`src/rtl/damage_apply_pkg.sv`:
```
// Shared definitions for the damage stages: sizes, one-hot state
// encodings and the Done/Busy bit positions of the state vector.
package damage_apply_pkg;

    localparam int N_SLOTS = 16;
    localparam int HP_W    = 8;
    localparam int DMG_W   = 12;

    // One-hot handshake states, common to the summing and applying stages.
    typedef enum logic [2:0] {
        ST_INITIAL = 3'b001,
        ST_APPLY   = 3'b010,
        ST_DONE    = 3'b100
    } state_e;

    localparam int BUSY_BIT = 1;
    localparam int DONE_BIT = 2;

endpackage

```
`src/rtl/damage_apply_hp_slot_mux.sv`:
```
// 16:1 selector picking the HP of the slot currently being processed.
module hp_slot_mux
    import damage_apply_pkg::*;
(
    input  logic [N_SLOTS*HP_W-1:0] hp_i,
    input  logic [3:0]              sel_i,
    output logic [HP_W-1:0]         hp_o
);

    // Pure combinational slice of the flattened HP bank.
    always_comb begin
        hp_o = hp_i[sel_i*HP_W +: HP_W];
    end

endmodule

```
`src/rtl/damage_apply.sv`:
```
// Applies one frame's damage total to a bank of 16 HP slots, front to
// back, one slot per cycle, skipping dead slots and carrying overflow.
module damage_apply
    import damage_apply_pkg::*;
(
    input  logic             clk,
    input  logic             rst,
    input  logic             Start,
    input  logic             Ack,
    input  logic [DMG_W-1:0] Damage,
    input  logic             wrEn,
    input  logic [3:0]       wrIdx,
    input  logic [HP_W-1:0]  wrHp,
    output logic [HP_W-1:0]  hp0,
    output logic [HP_W-1:0]  hp1,
    output logic [HP_W-1:0]  hp2,
    output logic [HP_W-1:0]  hp3,
    output logic [HP_W-1:0]  hp4,
    output logic [HP_W-1:0]  hp5,
    output logic [HP_W-1:0]  hp6,
    output logic [HP_W-1:0]  hp7,
    output logic [HP_W-1:0]  hp8,
    output logic [HP_W-1:0]  hp9,
    output logic [HP_W-1:0]  hp10,
    output logic [HP_W-1:0]  hp11,
    output logic [HP_W-1:0]  hp12,
    output logic [HP_W-1:0]  hp13,
    output logic [HP_W-1:0]  hp14,
    output logic [HP_W-1:0]  hp15,
    output logic [15:0]      alive,
    output logic [4:0]       killed,
    output logic [DMG_W-1:0] remaining,
    output logic             Busy,
    output logic             Done
);

    state_e                           state_q, state_d;
    logic [N_SLOTS-1:0][HP_W-1:0]     hp_q, hp_d;
    logic [DMG_W-1:0]                 rem_q, rem_d;
    logic [3:0]                       idx_q, idx_d;
    logic [4:0]                       killed_q, killed_d;
    logic [HP_W-1:0]                  cur_hp;

    hp_slot_mux u_mux (
        .hp_i  (hp_q),
        .sel_i (idx_q),
        .hp_o  (cur_hp)
    );

    // State, HP bank, slot counter and damage bookkeeping registers.
    always_ff @(posedge clk) begin
        if (rst) begin
            state_q  <= ST_INITIAL;
            hp_q     <= '0;
            rem_q    <= '0;
            idx_q    <= '0;
            killed_q <= '0;
        end else begin
            state_q  <= state_d;
            hp_q     <= hp_d;
            rem_q    <= rem_d;
            idx_q    <= idx_d;
            killed_q <= killed_d;
        end
    end

    // Next-state: writes/Start in INITIAL, one slot per cycle in APPLY,
    // hold until Ack in DONE. Subtraction only under the >= guard, and the
    // else branch has rem < hp <= 255 so rem fits in HP_W there.
    always_comb begin
        state_d  = state_q;
        hp_d     = hp_q;
        rem_d    = rem_q;
        idx_d    = idx_q;
        killed_d = killed_q;
        case (state_q)
            ST_INITIAL: begin
                if (wrEn) hp_d[wrIdx] = wrHp;
                if (Start) begin
                    rem_d    = Damage;
                    idx_d    = '0;
                    killed_d = '0;
                    state_d  = ST_APPLY;
                end
            end
            ST_APPLY: begin
                if (cur_hp != '0) begin
                    if (rem_q >= DMG_W'(cur_hp)) begin
                        rem_d        = rem_q - DMG_W'(cur_hp);
                        hp_d[idx_q]  = '0;
                        killed_d     = killed_q + 5'd1;
                    end else begin
                        hp_d[idx_q]  = cur_hp - rem_q[HP_W-1:0];
                        rem_d        = '0;
                    end
                end
                if (rem_d == '0 || idx_q == 4'(N_SLOTS-1)) state_d = ST_DONE;
                else                                      idx_d   = idx_q + 4'd1;
            end
            ST_DONE: begin
                if (Ack) state_d = ST_INITIAL;
            end
            default: state_d = ST_INITIAL;
        endcase
    end

    for (genvar i = 0; i < N_SLOTS; i++) begin : g_alive
        assign alive[i] = (hp_q[i] != '0);
    end

    assign hp0  = hp_q[0];
    assign hp1  = hp_q[1];
    assign hp2  = hp_q[2];
    assign hp3  = hp_q[3];
    assign hp4  = hp_q[4];
    assign hp5  = hp_q[5];
    assign hp6  = hp_q[6];
    assign hp7  = hp_q[7];
    assign hp8  = hp_q[8];
    assign hp9  = hp_q[9];
    assign hp10 = hp_q[10];
    assign hp11 = hp_q[11];
    assign hp12 = hp_q[12];
    assign hp13 = hp_q[13];
    assign hp14 = hp_q[14];
    assign hp15 = hp_q[15];

    assign killed    = killed_q;
    assign remaining = rem_q;
    assign Busy      = state_q[BUSY_BIT];
    assign Done      = state_q[DONE_BIT];

endmodule

```
`config.mk`:
```
export PLATFORM = sky130hd
export DESIGN_NAME = damage_apply
export DESIGN_NICKNAME = d
export VERILOG_FILES = /design/src/rtl/damage_apply_pkg.sv /design/src/rtl/damage_apply_hp_slot_mux.sv /design/src/rtl/damage_apply.sv
export SDC_FILE = /design/constraint.sdc
export NUM_CORES = 1
export LEC_CHECK = 0
export ABC_AREA = 1
export CAP_MARGIN = 20
export CORE_MARGIN = 1.5
export CORE_UTILIZATION = 35
export CTS_CLUSTER_DIAMETER = 120
export DETAILED_ROUTE_END_ITERATION = 8
export MAX_ROUTING_LAYER = met4
export PLACE_DENSITY_LB_ADDON = 0.05
export SLEW_MARGIN = 15
export SYNTH_ARGS = -nofsm -noshare
export SYNTH_HDL_FRONTEND = slang
export SYNTH_SLANG_ARGS = --single-unit
```
`constraint.sdc`:
```
create_clock -name clk -period 4.25 [get_ports clk]
set_input_delay 0.425 -clock clk [delete_from_list [all_inputs] [get_ports clk]]
set_output_delay 0.425 -clock clk [all_outputs]
set_load 0.1 [all_outputs]
```
==> Word-level counts from Yosys, hierarchy flattened <==
Cells that the tools add are included.
W data, S select, Z words.
{ "classes": {"add_sub_neg": 4, "order_cmp": 5, "n_eq_ne": 11, "n_shift": 1, "muxes": 26, "n_bitwise": 2, "n_reduce_logical": 27} }
{ "ops": {"columns": ["operator", "n"], "rows": [
  ["$mux W128", 3],
  ["$bwmux W128", 2],
  ["$pmux W128 S2", 1],
  ["$reduce_bool A8 Y1", 17],
  ["$and A128 B128 Y128", 1],
  ["$not A128 Y128", 1],
  ["$shiftx A128 B8 Y8", 1],
  ["$demux W8 S4", 2],
  ["$mux W12", 4],
  ["$pmux W12 S2", 1],
  ["$mux W8", 2],
  ["$mux W5", 3],
  ["$ne A2 B2 Y1 const B", 7],
  ["$ge A12 B8 Y1", 1],
  ["$logic_not A12 Y1", 1],
  ["$sub A12 B8 Y12", 1],
  ["$lt A4 B5 Y1 const B", 2],
  ["$pmux W5 S2", 1],
  ["$mux W3", 3],
  ["$pmux W3 S3", 1],
  ["$reduce_and A3 Y1", 3],
  ["$ge A4 B1 Y1 const B", 2],
  ["$mux W4", 2],
  ["$pmux W4 S2", 1],
  ["12 further kinds", 13]
]} }
{ "totals": {"reg_bits": 152, "in_bits": 29, "out_inout_bits": 163, "word_cells": 96} }

==> Logic depth before layout (Yosys ltp) <==
{ "depth": {"ltp_word": 9, "mapped_depth": 30, "depth_no_buf": 27} }

==> Hierarchy <==
A second synthesis with hierarchy kept.
{ "unflattened": {"cells_unflattened": 1740, "area_unflattened_um2": 10516.3} }
{ "modules_own_cells": {"columns": ["mod", "instances", "cells_each", "area_per_inst_um2", "seq_area_each_um2"], "rows": [
  ["damage_apply", 1, 1352, 8859.7, 3042.9],
  ["hp_slot_mux", 1, 388, 1656.6, 0.0]
]} }

==> Worst setup path after synthesis <==
No wires, ideal clock.
{ "synth_timing": {"path_type": "register -> register", "from": "register hp_q, in the netlist hp2[0]", "to": "register hp_q, in the netlist hp10[5]", "arrival_ps": 3854, "slack_ps": 274, "path_stages_with_launch": 24, "period_less_slack_ps": 3976, "cell_sequence": "dfxtp_1 > inv_1 > nand2_1 > nand3_1 > nand2_1 > nand2_1 > nand2_1 > nor2_2 > inv_1 > ha_1 > inv_1 > fa_1 > inv_1 > o21ai_1 > nand2_1 > nand3b_1 > nor2_4 > inv_2 > nor2_2 > buf_6 > a221oi_2 > buf_4 > o21ai_0 > a21oi_1"} }
{ "synth_via": {"elab_chain_cells": 6} }
{ "synth_lines": {"columns": ["item", "line", "rtl"], "rows": [
  ["start: declaration", "damage_apply.sv:38", "logic [N_SLOTS-1:0][HP_W-1:0] hp_q, hp_d;"],
  ["start signal: assignment", "damage_apply.sv:60", "hp_q <= hp_d;"],
  ["$shiftx A128 B8 Y8 *", "damage_apply_hp_slot_mux.sv:12", "hp_o = hp_i[sel_i*HP_W +: HP_W];"],
  ["$sub A8 B8 Y8", "damage_apply.sv:93", "hp_d[idx_q] = cur_hp - rem_q[HP_W-1:0];"],
  ["$bwmux W128", "damage_apply.sv:93", null],
  ["$mux W128", "damage_apply.sv:88", "if (rem_q >= DMG_W'(cur_hp)) begin"],
  ["$mux W128", "damage_apply.sv:87", "if (cur_hp != '0) begin"],
  ["$pmux W128 S2", "damage_apply.sv:76", "case (state_q)"]
]} }
Mark *: on every way between the ends. The rest lies on a longest branch, timed or not. The select of a mux whose other input is x is not followed.
A chain may end at the register's enable or synchronous reset.

==> Worst setup path after layout <==
{ "layout_timing": {"from": "register idx_q[0]", "to": "register idx_q[3]"} }
{ "layout_via": {"elab_chain_cells": 9} }
{ "layout_lines": {"columns": ["item", "line", "rtl"], "rows": [
  ["start: declaration", "damage_apply.sv:40", "logic [3:0] idx_q, idx_d;"],
  ["start signal: assignment", "damage_apply.sv:62", "idx_q <= idx_d;"],
  ["$shiftx A128 B8 Y8", "damage_apply_hp_slot_mux.sv:12", null],
  ["$sub A12 B8 Y12 or $ge A12 B8 Y1 (tied branches)", "damage_apply.sv:89, damage_apply.sv:88", null],
  ["$mux W12", "damage_apply.sv:88", null],
  ["$mux W12", "damage_apply.sv:87", null],
  ["$mux W12", "damage_apply.sv:76", null],
  ["$logic_not A12 Y1", "damage_apply.sv:97", "if (rem_d == '0 || idx_q == 4'(N_SLOTS-1)) state_d = ST_DONE;"],
  ["$logic_or A1 B1 Y1", "damage_apply.sv:97", null],
  ["$ne A2 B2 Y1 (no source line)", null, null],
  ["$reduce_and A3 Y1 (no source line)", null, null]
]} }
Several ways; a longest one is shown, not always the timed one. The select of a mux whose other input is x is not followed.

==> results.rst <==
.. list-table::
   :header-rows: 1

   * - Metric
     - Value
   * - Final net count
     - 2015
   * - Run status
     - finished, final reports clean
   * - Router iterations before antenna repair
     - 6
   * - Cell with the most instances after synthesis
     - sky130_fd_sc_hd__nand2_1
   * - Setup repair after global routing missed its margin
     - false
   * - Max Slew Vio Count
     - 0
   * - Final estimated routing congestion in global placement
     - 0.937
   * - Setup TNS
     - 0 ns
   * - Total area of sequential cells
     - 3040 um2
   * - Vias in the first global route
     - 12432
   * - Area of combinational cells with multiple inputs
     - 6940 um2
   * - Endpoints failing setup
     - 0
   * - Width of the die
     - 182 um
   * - R2r worst-path depth
     - 26
   * - Number of design rule violations left after detail routing
     - 0
   * - Count of synthesis-stage warnings from yosys
     - 0
   * - Initial drt markers
     - 1530
   * - Highest fanout seen on the critical path
     - 27
   * - Fillers
     - 3355
   * - Hold Path End
     - killed[4]$_SDFFE_PP0P_
   * - Number of different library cells in the post-synthesis netlist
     - 38
   * - Avg Cell Area, Syn
     - 6.22 um2
   * - H-Tree Level Count
     - 4
   * - Worst reg2reg endpoint
     - idx_q[3]$_SDFFE_PP0P_
   * - CP Launch Type
     - register
   * - Number of vias per cell
     - 5.70
   * - Max capacitance violation total
     - 0
   * - Worst EP required
     - 4.58 ns
   * - Number of antenna repair diodes
     - 0
   * - Maximum achievable frequency
     - 256 MHz
   * - Synthesized net count
     - 1848
   * - Top cells by area in the synthesized netlist
     - sky130_fd_sc_hd__dfxtp_1 (27%), sky130_fd_sc_hd__a21oi_1 (13%), sky130_fd_sc_hd__nand2_1 (12%), sky130_fd_sc_hd__o22ai_1 (6.9%), sky130_fd_sc_hd__nor2_1 (6.7%)
   * - Detailed placement HPWL
     - 34.3 mm
   * - Minimum setup slack in the final design
     - 0.342 ns
   * - Critical hold path startpoint
     - killed[4]$_SDFFE_PP0P_
   * - Count of port buffers added during placement
     - 191
   * - Maximum clock skew at final layout
     - 0.0161 ns
   * - Post-CTS clock slew at the launch and capture registers of the worst setup and hold paths
     - 0.07 ns
   * - Die Outline Area
     - 33000 um2
   * - Top-area cell type share of the netlist area
     - 0.272
   * - Class of the most critical setup path
     - register to register
   * - Kind of end point of the critical path
     - register
   * - Worst-case clock buffer depth
     - 2
   * - I/O pin total
     - 192
   * - Worst endpoint data arrival time
     - 4.24 ns
   * - Reg2reg start
     - idx_q[0]$_SDFFE_PP0P_
   * - Share of the clock period used by the worst path after layout
     - 0.920
   * - Count of antenna-violating nets left after detailed routing
     - 0
   * - Number of instances in the synthesized netlist
     - 1797
   * - Global-route total usage across every layer
     - 0.306
   * - Seq cells post-synth
     - 152
   * - Number of flops mapped to enable cells by yosys
     - 0
   * - Number of buffers created by CTS
     - 17
   * - Core Area
     - 31500 um2
   * - Std-Cell Rows
     - 65
   * - Gr ovfl total
     - 0
   * - Worst-Margin Slew
     - 1.21 ns
   * - Clock Latency Late Sink
     - 0.45 ns
   * - Post-detailed-route wirelength per cell
     - 21.1 um
   * - Initial antenna violation count
     - 0
   * - Final WL
     - 50.1 mm
   * - Cell at the root of the clock tree
     - sky130_fd_sc_hd__clkbuf_16
   * - Number of hold violations in the final report
     - 0
   * - Vertical extent of the die
     - 182 um
   * - TritonCTS clock tree
     - done
   * - Post-synth top cells
     - sky130_fd_sc_hd__nand2_1 (350), sky130_fd_sc_hd__a21oi_1 (288), sky130_fd_sc_hd__nor2_1 (201)
   * - First-pass GRT wire length
     - 75.6 mm
   * - Share of flip-flops with an asynchronous set or reset after synthesis
     - 0
   * - DR vias
     - 13558
   * - Clock sinks
     - 152
   * - Share of layout cells above drive strength 1
     - 0.0703
   * - Remaining max-slew budget at the tightest pin
     - 0.190
   * - Type of the most critical hold path
     - register to register
   * - Worst-case setup slack after placement
     - 0.0693 ns
   * - Min Tclk post-route
     - 3.91 ns
   * - Flop2flop setup slack
     - 0.34 ns
   * - Post-synthesis cell area
     - 11200 um2
   * - Worst Hold Path Cells
     - 1
   * - Area delta synth->final
     - 28.5%
   * - Maximum number of pins on one net before global-route repair
     - 76
   * - Share of the yosys chip area belonging to registers
     - 0.272
   * - Primary flip-flop cell chosen by synthesis mapping
     - sky130_fd_sc_hd__dfxtp_1
   * - Initial core utilization
     - 0.355
   * - Cell accounting for the most synthesized area
     - sky130_fd_sc_hd__dfxtp_1
## layout by cell type (no fill, tap or decap), drive strengths merged, types with 16 or more instances in the layout
cell / instances
nand2: 353
a21oi: 288
nor2: 210
inv: 203
clkdlybuf4s50: 191
dfxtp: 152
o21ai: 149
o22ai: 123
nand3: 111
buf: 58
nor4: 29
ha: 20
clkbuf: 20
a221oi: 16
## cells by family after synthesis
group / count (synthesis) / share of synthesized area
AND/OR/NAND/NOR: 722 / 0.272
XOR/XNOR: 9 / 0.00705
flip-flops: 152 / 0.272
adder cells (fa/ha/maj): 22 / 0.0260
AO/OA/AOI/OAI: 591 / 0.306
buffers and inverters: 301 / 0.117
## state kept, by name, indices dropped and copies added (netlist names)
| register | count |
|---|---|
| hp9 | 8 |
| hp6 | 8 |
| hp5 | 8 |
| hp0 | 8 |
| hp3 | 8 |
| hp1 | 8 |
| killed | 5 |
| hp7 | 8 |
| state_q | 3 |
| hp10 | 8 |
| remaining | 12 |
| hp8 | 8 |
| hp11 | 8 |
| idx_q | 4 |
| hp14 | 8 |
| hp12 | 8 |
| hp2 | 8 |
| hp4 | 8 |
| hp13 | 8 |
| hp15 | 8 |
## final cells by class
type / instances / area share
clock buffer: 20 / 0.0318
clock inverter: 12 / 0.00653
inverter: 200 / 0.0524
multi-input combinational: 1344 / 0.483
sequential: 152 / 0.212
tap: 402 / 0.0350
timing repair buffer: 249 / 0.179
## worst max-delay path by stage
stage	from	end	slack, ns	depth (start not counted)
after global placement	idx_q[0]$_SDFFE_PP0P_	killed[4]$_SDFFE_PP0P_	0.13	24
after CTS	idx_q[0]$_SDFFE_PP0P_	killed[4]$_SDFFE_PP0P_	0.02	27
after global routing	idx_q[0]$_SDFFE_PP0P_	idx_q[0]$_SDFFE_PP0P_	0.06	29
after floorplan	hp2[0]$_SDFFE_PP0P_	hp10[5]$_SDFFE_PP0P_	0.27	23
final	idx_q[0]$_SDFFE_PP0P_	idx_q[3]$_SDFFE_PP0P_	0.34	26
after detailed placement	idx_q[0]$_SDFFE_PP0P_	killed[4]$_SDFFE_PP0P_	0.07	27
## critical path, cell delays in order (launching register included)
cell                       delay, ns
sky130_fd_sc_hd__dfxtp_2        0.36
sky130_fd_sc_hd__inv_4          0.18
sky130_fd_sc_hd__buf_12         0.19
sky130_fd_sc_hd__nand2_1        0.08
sky130_fd_sc_hd__nand3_1        0.07
sky130_fd_sc_hd__nand2_1        0.07
sky130_fd_sc_hd__nand2_1        0.07
sky130_fd_sc_hd__nand2_1        0.09
sky130_fd_sc_hd__nor2_1         0.36
sky130_fd_sc_hd__ha_1           0.34
sky130_fd_sc_hd__buf_4          0.16
sky130_fd_sc_hd__nand2_1        0.05
sky130_fd_sc_hd__nand2_1        0.08
sky130_fd_sc_hd__nand3b_1       0.24
sky130_fd_sc_hd__nor2_4         0.16
sky130_fd_sc_hd__inv_2          0.06
sky130_fd_sc_hd__buf_8          0.19
sky130_fd_sc_hd__o21ai_0        0.14
sky130_fd_sc_hd__nand2_1        0.11
sky130_fd_sc_hd__nand2_1        0.07
sky130_fd_sc_hd__nand2_1        0.05
sky130_fd_sc_hd__nor2_1         0.15
sky130_fd_sc_hd__nand3_2        0.14
sky130_fd_sc_hd__nand3_4        0.16
sky130_fd_sc_hd__nand3_1        0.10
sky130_fd_sc_hd__nand2_1        0.07
sky130_fd_sc_hd__nor2_1         0.05
## layer usage
metal	global-route usage	routed length, um
met3	0.0459	3700
met1	0.401	22100
met2	0.491	23300
met5	-	0
met4	0.0853	1020
## timing repair
action | 4_1_cts | 5_1_grt
endpoints found under the setup margin | 0 | 142
resized for setup | 0 | 23
setup buffers | 0 | 11
hold buffers | 0 | 0
## metrics by stage
step	area (um2)	std cells	hold WS, ns	util
detailed placement	13500	2333	0.463	0.427
floorplan	11200	1797	0.563	-
global route	14400	2379	0.495	0.456
global placement	13500	2333	0.462	0.427
CTS	14000	2365	0.477	0.445
finish	14400	2379	0.473	0.456
Power is left out: the tool's default activity adds up to more than one toggle a clock period on the data nets, which glitch-free logic cannot reach.
